--- src/rtl/bus_responder_if.sv ---
// CPU external bus between the CPU (master) and the bus responder (slave).
// read/write are one-cycle strobes; ready is a one-cycle completion pulse.
interface bus_responder_if;
    logic       read;
    logic       write;
    logic [7:0] address;
    logic [7:0] data_in;
    logic [7:0] data_out;
    logic       ready;

    modport master (
        output read,
        output write,
        output address,
        output data_in,
        input  data_out,
        input  ready
    );

    modport slave (
        input  read,
        input  write,
        input  address,
        input  data_in,
        output data_out,
        output ready
    );
endinterface

--- src/rtl/bus_responder.sv ---
// Bus target for the CPU external bus. RAM below IO_BASE, a small register
// block above it, and a programmable number of wait cycles before the
// one-cycle ready pulse so the CPU stall logic gets exercised.
module bus_responder #(
    parameter int unsigned WAIT_CYCLES = 2,
    parameter logic [7:0]  IO_BASE     = 8'hF0
) (
    input  logic            clk,
    input  logic            reset,
    bus_responder_if.slave  bus,
    input  logic [7:0]      port_in,
    output logic [7:0]      port_out,
    output logic            err
);

    localparam logic [1:0] StIdle = 2'd0;
    localparam logic [1:0] StWait = 2'd1;
    localparam logic [1:0] StAck  = 2'd2;

    localparam logic [7:0] AddrPortIn  = IO_BASE;
    localparam logic [7:0] AddrPortOut = IO_BASE + 8'd1;
    localparam logic [7:0] AddrTick    = IO_BASE + 8'd2;
    localparam logic [7:0] AddrScratch = IO_BASE + 8'd3;

    localparam logic [3:0] WaitLoad = 4'(WAIT_CYCLES);
    localparam bit         NoWait   = (WAIT_CYCLES == 0);
    localparam int         RamDepth = int'(IO_BASE);

    logic [1:0] state_q, state_d;
    logic [3:0] cnt_q, cnt_d;
    logic [7:0] addr_q;
    logic [7:0] wdata_q;
    logic [7:0] rdata_q;
    logic       wr_q;
    logic [7:0] data_out_q;
    logic [7:0] port_out_q;
    logic [7:0] scratch_q;
    logic [7:0] tick_q;
    logic       err_q;

    logic [7:0] ram [0:RamDepth-1];

    logic       idle;
    logic       strobe;
    logic       accept;
    logic       collision;
    logic       stray;
    logic       enter_ack;
    logic [7:0] live_rdata;
    logic [7:0] c_addr;
    logic [7:0] c_wdata;
    logic [7:0] c_rdata;
    logic       c_write;
    logic       ram_we;

    assign idle      = (state_q == StIdle);
    assign strobe    = bus.read | bus.write;
    assign accept    = idle & strobe;
    // Read wins a read/write collision; the write half is discarded.
    assign collision = idle & bus.read & bus.write;
    assign stray     = ~idle & strobe;

    // Read value as seen at the accepting edge: RAM or the I/O register file.
    always_comb begin
        live_rdata = 8'h00;
        if (bus.address < IO_BASE) begin
            live_rdata = ram[bus.address];
        end else begin
            case (bus.address)
                AddrPortIn:  live_rdata = port_in;
                AddrPortOut: live_rdata = port_out_q;
                AddrTick:    live_rdata = tick_q;
                AddrScratch: live_rdata = scratch_q;
                default:     live_rdata = 8'h00;
            endcase
        end
    end

    // Request FSM: IDLE -> WAIT (counting) -> ACK -> IDLE, WAIT skipped if no wait cycles.
    always_comb begin
        state_d   = state_q;
        cnt_d     = cnt_q;
        enter_ack = 1'b0;
        case (state_q)
            StIdle: begin
                if (strobe) begin
                    if (NoWait) begin
                        state_d   = StAck;
                        enter_ack = 1'b1;
                    end else begin
                        state_d = StWait;
                        cnt_d   = WaitLoad;
                    end
                end
            end
            StWait: begin
                if (cnt_q <= 4'd1) begin
                    state_d   = StAck;
                    enter_ack = 1'b1;
                end else begin
                    cnt_d = cnt_q - 4'd1;
                end
            end
            StAck:   state_d = StIdle;
            default: state_d = StIdle;
        endcase
    end

    // With no wait cycles the ACK entry coincides with the accept edge, so take
    // the live bus values there instead of the latched copies.
    always_comb begin
        c_addr  = idle ? bus.address : addr_q;
        c_wdata = idle ? bus.data_in : wdata_q;
        c_write = idle ? (bus.write & ~bus.read) : wr_q;
        c_rdata = idle ? live_rdata : rdata_q;
        ram_we  = enter_ack & c_write & (c_addr < IO_BASE);
    end

    // Request capture, read-data return, register commits and the sticky error flag.
    always_ff @(posedge clk) begin
        if (reset) begin
            state_q    <= StIdle;
            cnt_q      <= 4'd0;
            addr_q     <= 8'h00;
            wdata_q    <= 8'h00;
            rdata_q    <= 8'h00;
            wr_q       <= 1'b0;
            data_out_q <= 8'h00;
            port_out_q <= 8'h00;
            scratch_q  <= 8'h00;
            err_q      <= 1'b0;
        end else begin
            state_q <= state_d;
            cnt_q   <= cnt_d;
            if (accept) begin
                addr_q  <= bus.address;
                wdata_q <= bus.data_in;
                wr_q    <= bus.write & ~bus.read;
                rdata_q <= live_rdata;
            end
            if (enter_ack) begin
                if (!c_write) begin
                    data_out_q <= c_rdata;
                end else if (c_addr == AddrPortOut) begin
                    port_out_q <= c_wdata;
                end else if (c_addr == AddrScratch) begin
                    scratch_q <= c_wdata;
                end
            end
            if (collision || stray) begin
                err_q <= 1'b1;
            end
        end
    end

    // Free-running tick counter, readable at the tick address.
    always_ff @(posedge clk) begin
        if (reset) begin
            tick_q <= 8'h00;
        end else begin
            tick_q <= tick_q + 8'd1;
        end
    end

    // RAM write port; contents survive reset, but an aborted request never commits.
    always_ff @(posedge clk) begin
        if (!reset && ram_we) begin
            ram[c_addr] <= c_wdata;
        end
    end

    assign bus.data_out = data_out_q;
    assign bus.ready    = (state_q == StAck);
    assign port_out     = port_out_q;
    assign err          = err_q;

endmodule

--- src/flat_wrapper.sv ---
// flat-port wrapper written by rule: the top's interface ports become plain ports
module bus_responder_flat 
#(
    parameter int unsigned WAIT_CYCLES = 2,
    parameter logic [7:0]  IO_BASE     = 8'hF0
)
  (clk, reset, port_in, port_out, err, bus_read, bus_write, bus_address, bus_data_in, bus_data_out, bus_ready);
  bus_responder_if bus_i ();
  input  logic clk;
  input  logic reset;
  input  logic [7:0] port_in;
  output logic [7:0] port_out;
  output logic err;
  input wire logic [$bits(bus_i.read)-1:0] bus_read;
  input wire logic [$bits(bus_i.write)-1:0] bus_write;
  input wire logic [$bits(bus_i.address)-1:0] bus_address;
  input wire logic [$bits(bus_i.data_in)-1:0] bus_data_in;
  output wire logic [$bits(bus_i.data_out)-1:0] bus_data_out;
  output wire logic [$bits(bus_i.ready)-1:0] bus_ready;
  assign bus_i.read = bus_read;
  assign bus_i.write = bus_write;
  assign bus_i.address = bus_address;
  assign bus_i.data_in = bus_data_in;
  assign bus_data_out = bus_i.data_out;
  assign bus_ready = bus_i.ready;
  bus_responder #(.WAIT_CYCLES(WAIT_CYCLES), .IO_BASE(IO_BASE)) u_core (.clk(clk), .reset(reset), .bus(bus_i), .port_in(port_in), .port_out(port_out), .err(err));
endmodule
--- config.mk ---
export PLATFORM = sky130hd
export DESIGN_NAME = bus_responder_flat
export DESIGN_NICKNAME = d
export VERILOG_FILES = /design/src/rtl/bus_responder_if.sv /design/src/rtl/bus_responder.sv /design/src/flat_wrapper.sv
export SDC_FILE = /design/constraint.sdc
export NUM_CORES = 2
export LEC_CHECK = 0
export CAP_MARGIN = 25
export CORE_MARGIN = 5
export CORE_UTILIZATION = 40
export DETAILED_ROUTE_END_ITERATION = 16
export SLEW_MARGIN = 10
export SYNTH_ARGS = -nofsm -noshare
export SYNTH_HDL_FRONTEND = slang
export SYNTH_SLANG_ARGS = --single-unit
--- constraint.sdc ---
create_clock -name clk -period 11.8 [get_ports clk]
set_input_delay 2.36 -clock clk [delete_from_list [all_inputs] [get_ports clk]]
set_output_delay 2.36 -clock clk [all_outputs]
set_load 0.05 [all_outputs]
# After elaboration in Yosys (flattened, before gate mapping)
# Memories as Yosys holds them, arrays and structs flattened.
# Index checks and enable logic that the tools add are counted.
classes:
  n_div: 0
  n_shift: 0
  n_addsub: 2
  reduce_logical: 10
  n_eq_ne: 11
  order_cmp: 3
  n_bitwise: 12
  mul: 0
  mux: 16
ops:
  columns: ["operator", "n"]
  rows:
  - ["equality test 8 bit (second input constant)", 6]
  - ["two-way mux 8 bit", 4]
  - ["one-hot mux 8 bit (4 select lines)", 1]
  - ["less-than comparator 8 bit (second input constant)", 2]
  - ["adder 8 x 1 -> 8 bit (second input constant)", 1]
  - ["two-way mux 4 bit", 2]
  - ["one-hot mux 4 bit (2 select lines)", 1]
  - ["AND 1 bit", 7]
  - ["AND reduction 3 bit", 2]
  - ["two-way mux 1 bit", 5]
  - ["<= comparator 4 x 1 -> 1 bit (second input constant)", 1]
  - ["two-way mux 2 bit", 2]
  - ["inequality test 2 bit (second input constant)", 2]
  - ["NOT 1 bit", 4]
  - ["one-hot mux 2 bit (2 select lines)", 1]
  - ["AND reduction 2 bit", 2]
  - ["AND reduction 4 bit", 1]
  - ["subtractor 4 x 1 -> 4 bit (second input constant)", 1]
  - ["equality test 2 x 1 -> 1 bit (second input constant)", 1]
  - ["equality test 2 bit (second input constant)", 1]
  - ["logical NOT 2 bit", 1]
  - ["inequality test 2 x 1 -> 1 bit (second input constant)", 1]
  - ["nonzero test 2 bit", 1]
  - ["logical AND 1 bit", 1]
  - ["3 further kinds", 3]
word_totals:
  latchBits: 0
  regBits: 64
  wordCells: 66
  output_inout_bits: 18
  romBits: 0
  mem_bits_rw: 1920
  mem_count: 1
mem_list:
  columns: ["memory", "depth", "word_bits", "rd", "rd_ports_with_merged_regs", "write_ports", "line_no", "rtl"]
  rows:
  - ["u_core.ram", 240, 8, 1, 0, 1, "bus_responder.sv:41", "logic [7:0] ram [0:RamDepth-1];"]

# Depth between registers and ports, before layout
logic_depth:
  depth_word: 8
  ltp_mapped: 13
  ltp_nobuf: 8

# Least setup slack after synthesis
# Ideal clock, no wire load.
synth_timing:
  kind: "input to register"
  from: "in bus_data_in[0]"
  to: "mem u_core.ram[0][0] (data pin)"
  cell_stages: 2
  setup_time_ps: 790
  arrival_time_ps: 5297
  required_ps: 11010
  setup_slack_ps: 5713
  cell_sequence: "nand2_1 -> nand2_1"
synth_between:
  elab_chain_len: 1
synth_rtl:
  columns: ["element", "line_no", "rtl"]
  rows:
  - ["start, declared", "flat_wrapper.sv:17", "input wire logic [$bits(bus_i.data_in)-1:0] bus_data_in;"]
  - ["two-way mux 8 bit", "bus_responder.sv:113", "c_wdata = idle ? bus.data_in : wdata_q;"]
  - ["via u_core.c_wdata[0]", "bus_responder.sv:51", "logic [7:0] c_wdata;"]
  - ["end, declared", "bus_responder.sv:41", null]
# The timed path passes the listed nets, and every way through them passes these cells.

# Worst setup path in the final report
layout_timing:
  from: "in bus_address[1]"
  to: "reg u_core.rdata_q[4]"
layout_between:
  elab_chain_len: 3
  word_cells_on_any_way: 8
  cone_classes: "order compare: 1; eq/ne: 4; mux: 2; memory: 1"
layout_rtl:
  columns: ["element", "line_no", "rtl"]
  rows:
  - ["start, declared", "flat_wrapper.sv:16", "input wire logic [$bits(bus_i.address)-1:0] bus_address;"]
  - ["parallel branches: the longest is 2 deep, another holds memory read (240 x 8 bit)", null, null]
  - ["two-way mux 8 bit *", "bus_responder.sv:66", "if (bus.address < IO_BASE) begin"]
  - ["end signal, assigned", "bus_responder.sv:139", "rdata_q <= live_rdata;"]
  - ["end, declared", "bus_responder.sv:33", "logic [7:0] rdata_q;"]
# Mark *: on every way between the ends.
# A chain may end at the register's enable or synchronous reset.

==> impl_metrics.py <==
metrics = {
    "grt": {
        "antenna_found_initial": 6,
        "grt_max_degree": 141,
        "grt_pass1_vias": 39180,
        "overflow": 0,
        "grt_pass1_wl_um": 302200,
        "grt_use_total": 0.2073,
    },
    "cts": {
        "cts-root-buf": "clkbuf_16",
        "cts_sinks": 1984,
        "post_cts_resized": 0,
        "hold_buffers": 0,
        "cts.clk_slew.worst_paths_ps": 60,
        "max-clock-path-buffers": 3,
        "cts_max_level": 4,
        "post_cts.repair.setup_buffers": 0,
        "clk_latency_ps": 840,
        "cts_made_buffers": 198,
        "cts_tree": "yes",
    },
    "floorplanning": {
        "die-height_um": 449.3,
        "initial_core_util": 0.4016,
        "num_rows": 161,
        "die-width_um": 449.3,
        "core_region_area_um2": 192200,
        "io_pins": 46,
        "dieArea_um2": 201800,
    },
    "yosys": {
        "syn_inst": 3840,
        "yosys.cell_types.count": 63,
        "post-synth-top-area-fraction": 0.7470,
        "yosysSeqAreaShare": 0.7636,
        "synth_nets": 3871,
        "synth_edf_count": 1920,
        "synthesis.yosys.warnings": 0,
        "yosys-top-cells-count": "edfxtp_1 (1920), mux4_2 (460), nor2_1 (319)",
        "synth_top_cell_by_area": "edfxtp_1",
        "syn-cell-area_um2": 77190,
        "synth_flop_cell": "edfxtp_1",
        "avgSynthCellArea_um2": 20.10,
        "synth_area_leaders": "edfxtp_1 (75%), mux4_2 (13%), dfxtp_1 (1.7%), nor2_1 (1.6%), mux2i_1 (1.1%)",
        "async_reset_ff_frac": 0,
        "synth.most_common_cell": "edfxtp_1",
        "synth-seq-cells": 1984,
    },
    "pwr": {
        "p_int_mw": 12.29,
        "pwr-share-seq": 0.510,
        "p_switching_mw": 3.804,
        "switching_share": 0.2364,
        "p_leak_nw": 26.79,
        "ir_drop_v": 0.0001515,
        "clock_power_share": 0.403,
        "p_per_area_nw_per_um2": 184.5,
        "p_comb_frac": 0.088,
    },
    "final_layout": {
        "stdcell_count": 6652,
        "area_growth_pct": 13.01,
        "fin_nets": 3986,
        "fin_area_um2": 87220,
        "drive_above_1_share": 0.2154,
    },
    "setup_path": {
        "worstSetupPathType": "in -> reg",
        "critical_path_peak_fanout": 109,
        "worst-endpoint-required_ps": 12470,
        "start_kind": "primary input",
        "crit_arrival_ps": 6520,
        "end_kind": "flip-flop",
        "reg2reg_slack_ps": 7640,
    },
    "sta": {
        "slew_headroom": 0.2889,
        "finalSetupTns_ps": 0,
        "worstMarginPinSlew_ps": 1040,
        "clock.fmax_mhz": 171.0,
        "finalHoldViolCount": 0,
        "setup-violations-final": 0,
        "min_period_ps": 5847,
        "drv_slew": 0,
        "rsz0062_at_grt": "no",
        "min_period_over_period": 0.4955,
        "skew_ps": 41.09,
    },
    "placement": {
        "placedCellCount": 6278,
        "port_buffers": 45,
        "globalplace.congestion": 0.8629,
        "placedInstanceArea_um2": 80460,
        "dpl.hpwl_um": 129400,
    },
    "routing": {
        "drtIter0Drc": 5058,
        "vias_per_cell": 5.988,
        "num_vias": 39830,
        "ant_nets": 0,
        "firstDrtPassIters": 8,
        "drc": 0,
        "wl_per_cell_um": 31.94,
        "wl_um": 212500,
    },
    "flow_run": {
        "maxCapViolations": 0,
    },
    "run_status": {
        "status": "completed",
    },
    "min_path": {
        "hold_path_class": "reg -> reg",
    },
}
-- final cells by class --
cell class	instances	area, um^2
Fill cell	16130	105000
Antenna cell	4	10.01
Timing Repair Buffer	148	1384
Tap cell	2526	3161
Inverter	8	30.03
Clock inverter	111	1410
Clock buffer	256	5288
Sequential cell	1984	58940
Multi-Input combinational cell	1615	17010
-- per-stage QoR --
stage | total power, mW | hold WS, ps | setup WS (ps) | util
6_report | 16.09 | 459.8 | 5953 | 0.4539
5_1_grt | 16.56 | 483.1 | 5670 | 0.4538
4_1_cts | 16.16 | 461.6 | 6001 | 0.4536
3_5_place_dp | 9.757 | 452.6 | 5115 | 0.4187
3_3_place_gp | 9.733 | 444.0 | 4937 | 0.4182
2_1_floorplan | 9.207 | 422.7 | 5713 | -
-- flip-flops by register name (all words and copies together) (netlist names), 2 cells and up --
signal,flops
u_core.ram,1920
u_core.state_q,2
u_core.bus.data_out,8
u_core.cnt_q,4
u_core.port_out,8
u_core.tick_q,8
u_core.wdata_q,8
u_core.rdata_q,8
u_core.addr_q,8
u_core.scratch_q,8
-- cells in the final DEF (no fill, tap or decap), types with 6 or more instances in the layout --
cell	instances
a2111oi_0	8
a211oi_1	33
a21oi_1	91
a221oi_1	7
a22oi_1	91
a31oi_1	16
and2_1	9
and3_1	11
buf_12	8
buf_4	88
buf_6	6
bufinv_16	29
clkbuf_1	51
clkbuf_16	202
clkdlybuf4s50_1	40
clkinv_1	40
clkinv_2	26
dfxtp_1	64
edfxtp_1	1920
mux2_2	14
mux2i_1	83
mux4_2	460
nand2_1	144
nand2_4	8
nand2b_1	13
nand3_1	27
nand3b_1	9
nand4_1	11
nor2_1	316
nor2b_1	16
nor3_1	36
nor4_1	13
o211ai_1	6
o21ai_0	54
o221ai_1	7
o22ai_1	49
or3_1	8
-- metal layers --
metal  global-route usage  up-vias  part of all wire
met5                    0        -          0.000033
met4              0.06848        2             0.035
met3              0.05194      370             0.099
met2               0.3126     2211              0.46
met1               0.2969    21160              0.41
li1                     -    16080                 -
-- worst max-delay path: stages --
cell and delay [ps]:
buf_8 320, buf_4 640, buf_12 510, mux4_2 460, mux4_2 550, nor2_1 200, nor4_1 100, nor4_1 570
or3_1 410, a211oi_1 120
-- final timing paths --
check	cells after the start	endpoint	start
min reg2reg	2	u_core.wdata_q[3]	u_core.wdata_q[3]
min	2	u_core.wdata_q[3]	u_core.wdata_q[3]
max reg2reg	8	u_core.ram[19][4]	u_core.state_q[0]
max	10	u_core.rdata_q[4]	bus_address[1]
-- power by group through the flow --
| stage | logic (mW) | clock network (mW) | registers [mW] |
|---|---|---|---|
| floorplan | 0.708 | 0 | 8.50 |
| global placement | 1.39 | 0 | 8.35 |
| detailed placement | 1.41 | 0 | 8.35 |
| CTS | 1.41 | 6.56 | 8.20 |
| global route | 1.49 | 6.88 | 8.20 |
| finish | 1.41 | 6.48 | 8.20 |
-- logic make-up after synthesis --
family | Yosys count | share of synthesized area
multiplexers | 557 | 0.1470
buffers and inverters | 241 | 0.01744
AND/OR/NAND/NOR | 646 | 0.03625
AO/OA/AOI/OAI | 401 | 0.03432
flip-flops | 1984 | 0.7636
adder cells (fa/ha/maj) | 3 | 0.0004864
XOR/XNOR | 8 | 0.0009077
(Power assumes the default switching activity.)
==> patch (config.mk and constraints unchanged) <==
Register the output `err` once more; this adds one clock of latency there. The other outputs are not delayed to match.
--- a/src/rtl/bus_responder.sv
+++ b/src/rtl/bus_responder.sv
@@ -172,7 +172,9 @@
     assign bus.data_out = data_out_q;
     assign bus.ready    = (state_q == StAck);
     assign port_out     = port_out_q;
-    assign err          = err_q;
+    always_ff @(posedge clk) begin
+        err <= err_q;
+    end
 
 endmodule
 
Function: not settled (the Yosys comparison gave no result); the edit may change what the design does.
==> patch against the original RTL <==
  * Highest routed layer is now met4
  * Sequential cell count is 1 higher
  * Final area is 0.50% lower
  * Maximum frequency shrank 7.6%
  * Area after synthesis hardly changed
  * Hold slack worse by 0.11 ns
  * Routed wire length up 0.87%
  * Worst setup slack lost 0.48 ns
  * Total power decreased by 2.3%
==> patch: results (changes against the original RTL) <==
- The cell depth of the worst flop-to-flop path is 6 (-2).
- The number of buffers outside the clock class in the layout came to 141 (-4.7%).
- The post-synthesis compound-gate area fraction came to 3.43% (about the same).
- The top cell family by delay on the critical path is simple AND/OR/NAND/NOR gates.
- The via count of the routed design is 39800 (-0.0025%).
- The highest metal layer with signal wires is met4.
- The number of antenna violations at the first check in global routing is 4 (-2).
- The fraction of final layout cells sized beyond drive strength 1 is 21.5% (-0.068 points).
- The number of buffers added by the clock tree synthesis step is 199 (+0.51%).
- The placer congestion estimate was 0.868 (+0.63%).
- The endpoint of the worst setup timing path is u_core.ram[2][6].
- The mux cell area share after synthesis is 14.7% (about the same).
- The flow ran to the end, and the final reports show no timing, DRC or antenna violations.
- The sequential share of cell area is 67.9% (+0.36 points).
- The clock network fraction of total power came to 38.9% (-1.4 points).
- The startpoint of the worst setup timing path is bus_address[4].
- The biggest fanout along the worst timing path came to 13 (-88%).
- The met1 demand-to-capacity share in global routing is 29.4% (-0.29 points).
- The count of nets after finishing was 3981 (-0.13%).
- The total of fill cells in the finished design is 16100 (-0.0062%).
- The clock tree skew after final layout was 0.0351 ns (-0.00597 ns).
- The met1 wire length is 86800 µm (+0.19%).
- The largest stage delay on the critical path is 0.86 ns (+0.22 ns).
- The net count after synthesis is 3872 (+0.026%).
- The proportion of final cell area spent on non-clock buffers is 1.45% (-0.14 points).
- The power per unit of standard cell area is 181 nW/µm² (-1.8%).
- In this run the critical register-to-register path is captured at u_core.ram[177][2].
- The data arrival time of the worst path was 6.79 ns (+0.27 ns).
- The hold slack came to 0.351 ns (-0.109 ns).
- After synthesis, the cell types taking the most area are edfxtp_1 75%, mux4_2 13%, dfxtp_1 1.7%, nor2_1 1.6%, mux2i_1 1.1%.
- The beginning of the worst register-to-register path is u_core.state_q[1].
- The sequential share of the synthesized area is 76.4% (about the same).
- The clock buffer instance count of the final layout is 255 (-0.39%).
- The internal power of the cells was 11.8 mW (-3.6%).
- The share of synthesized cell area in full adder, half adder and majority cells is 0.0486% (about the same).
- The maximum number of pins on one net before global-route repair is 129 (-8.5%).
- The leakage power total is 26.6 nW (-0.79%).
- The peak supply drop came to 0.000140 V (-7.3%).
- The headroom to the max-slew limit came to 21.6% (-7.3 points).
- The register-to-register setup slack is 7.38 ns (-0.26 ns).
- The detailed-routed wire length on met3 is 18400 µm (-12%).
- The met2 routed wirelength came to 99900 µm (+2.5%).
- The sequential cell count is 1985 (+0.050%).
- The global-route track usage on met3 is 4.27% (-0.93 points).
- The share of cell area taken by multi-input logic gates was 19.6% (+0.11 points).
- The routed length per instance is 32.2 µm (+0.93%).
## patch: cell types whose count changed in the layout (fill, tap and decap cells not counted), moves of 4 or more
cell and change:
clkbuf_1 -4, clkinv_16 +8, bufinv_16 -21, clkinv_2 +11
clkinv_8 -4, clkinv_1 +8
## patch: metrics by stage
| step | std cells | setup WS [ns] | utilization, % | instance area (µm²) |
|---|---|---|---|---|
| after floorplan | 3841 | 5.71 | - | 77200 |
| after global placement | 6264 | 4.86 | 41.8 | 80300 |
| after detailed placement | 6273 | 4.83 | 41.8 | 80400 |
| after CTS | 6645 | 5.73 | 45.2 | 86800 |
| after global routing | 6647 | 5.47 | 45.2 | 86800 |
| final | 6648 | 5.47 | 45.2 | 86800 |
## patch: worst register-to-register path, stage by stage (launching register included)
cell	delay, ns
dfxtp_1	0.45
nor2_2	0.51
buf_4	0.36
a31oi_1	0.41
nor2_1	0.43
nand2_1	0.73
nor2_1	1.12
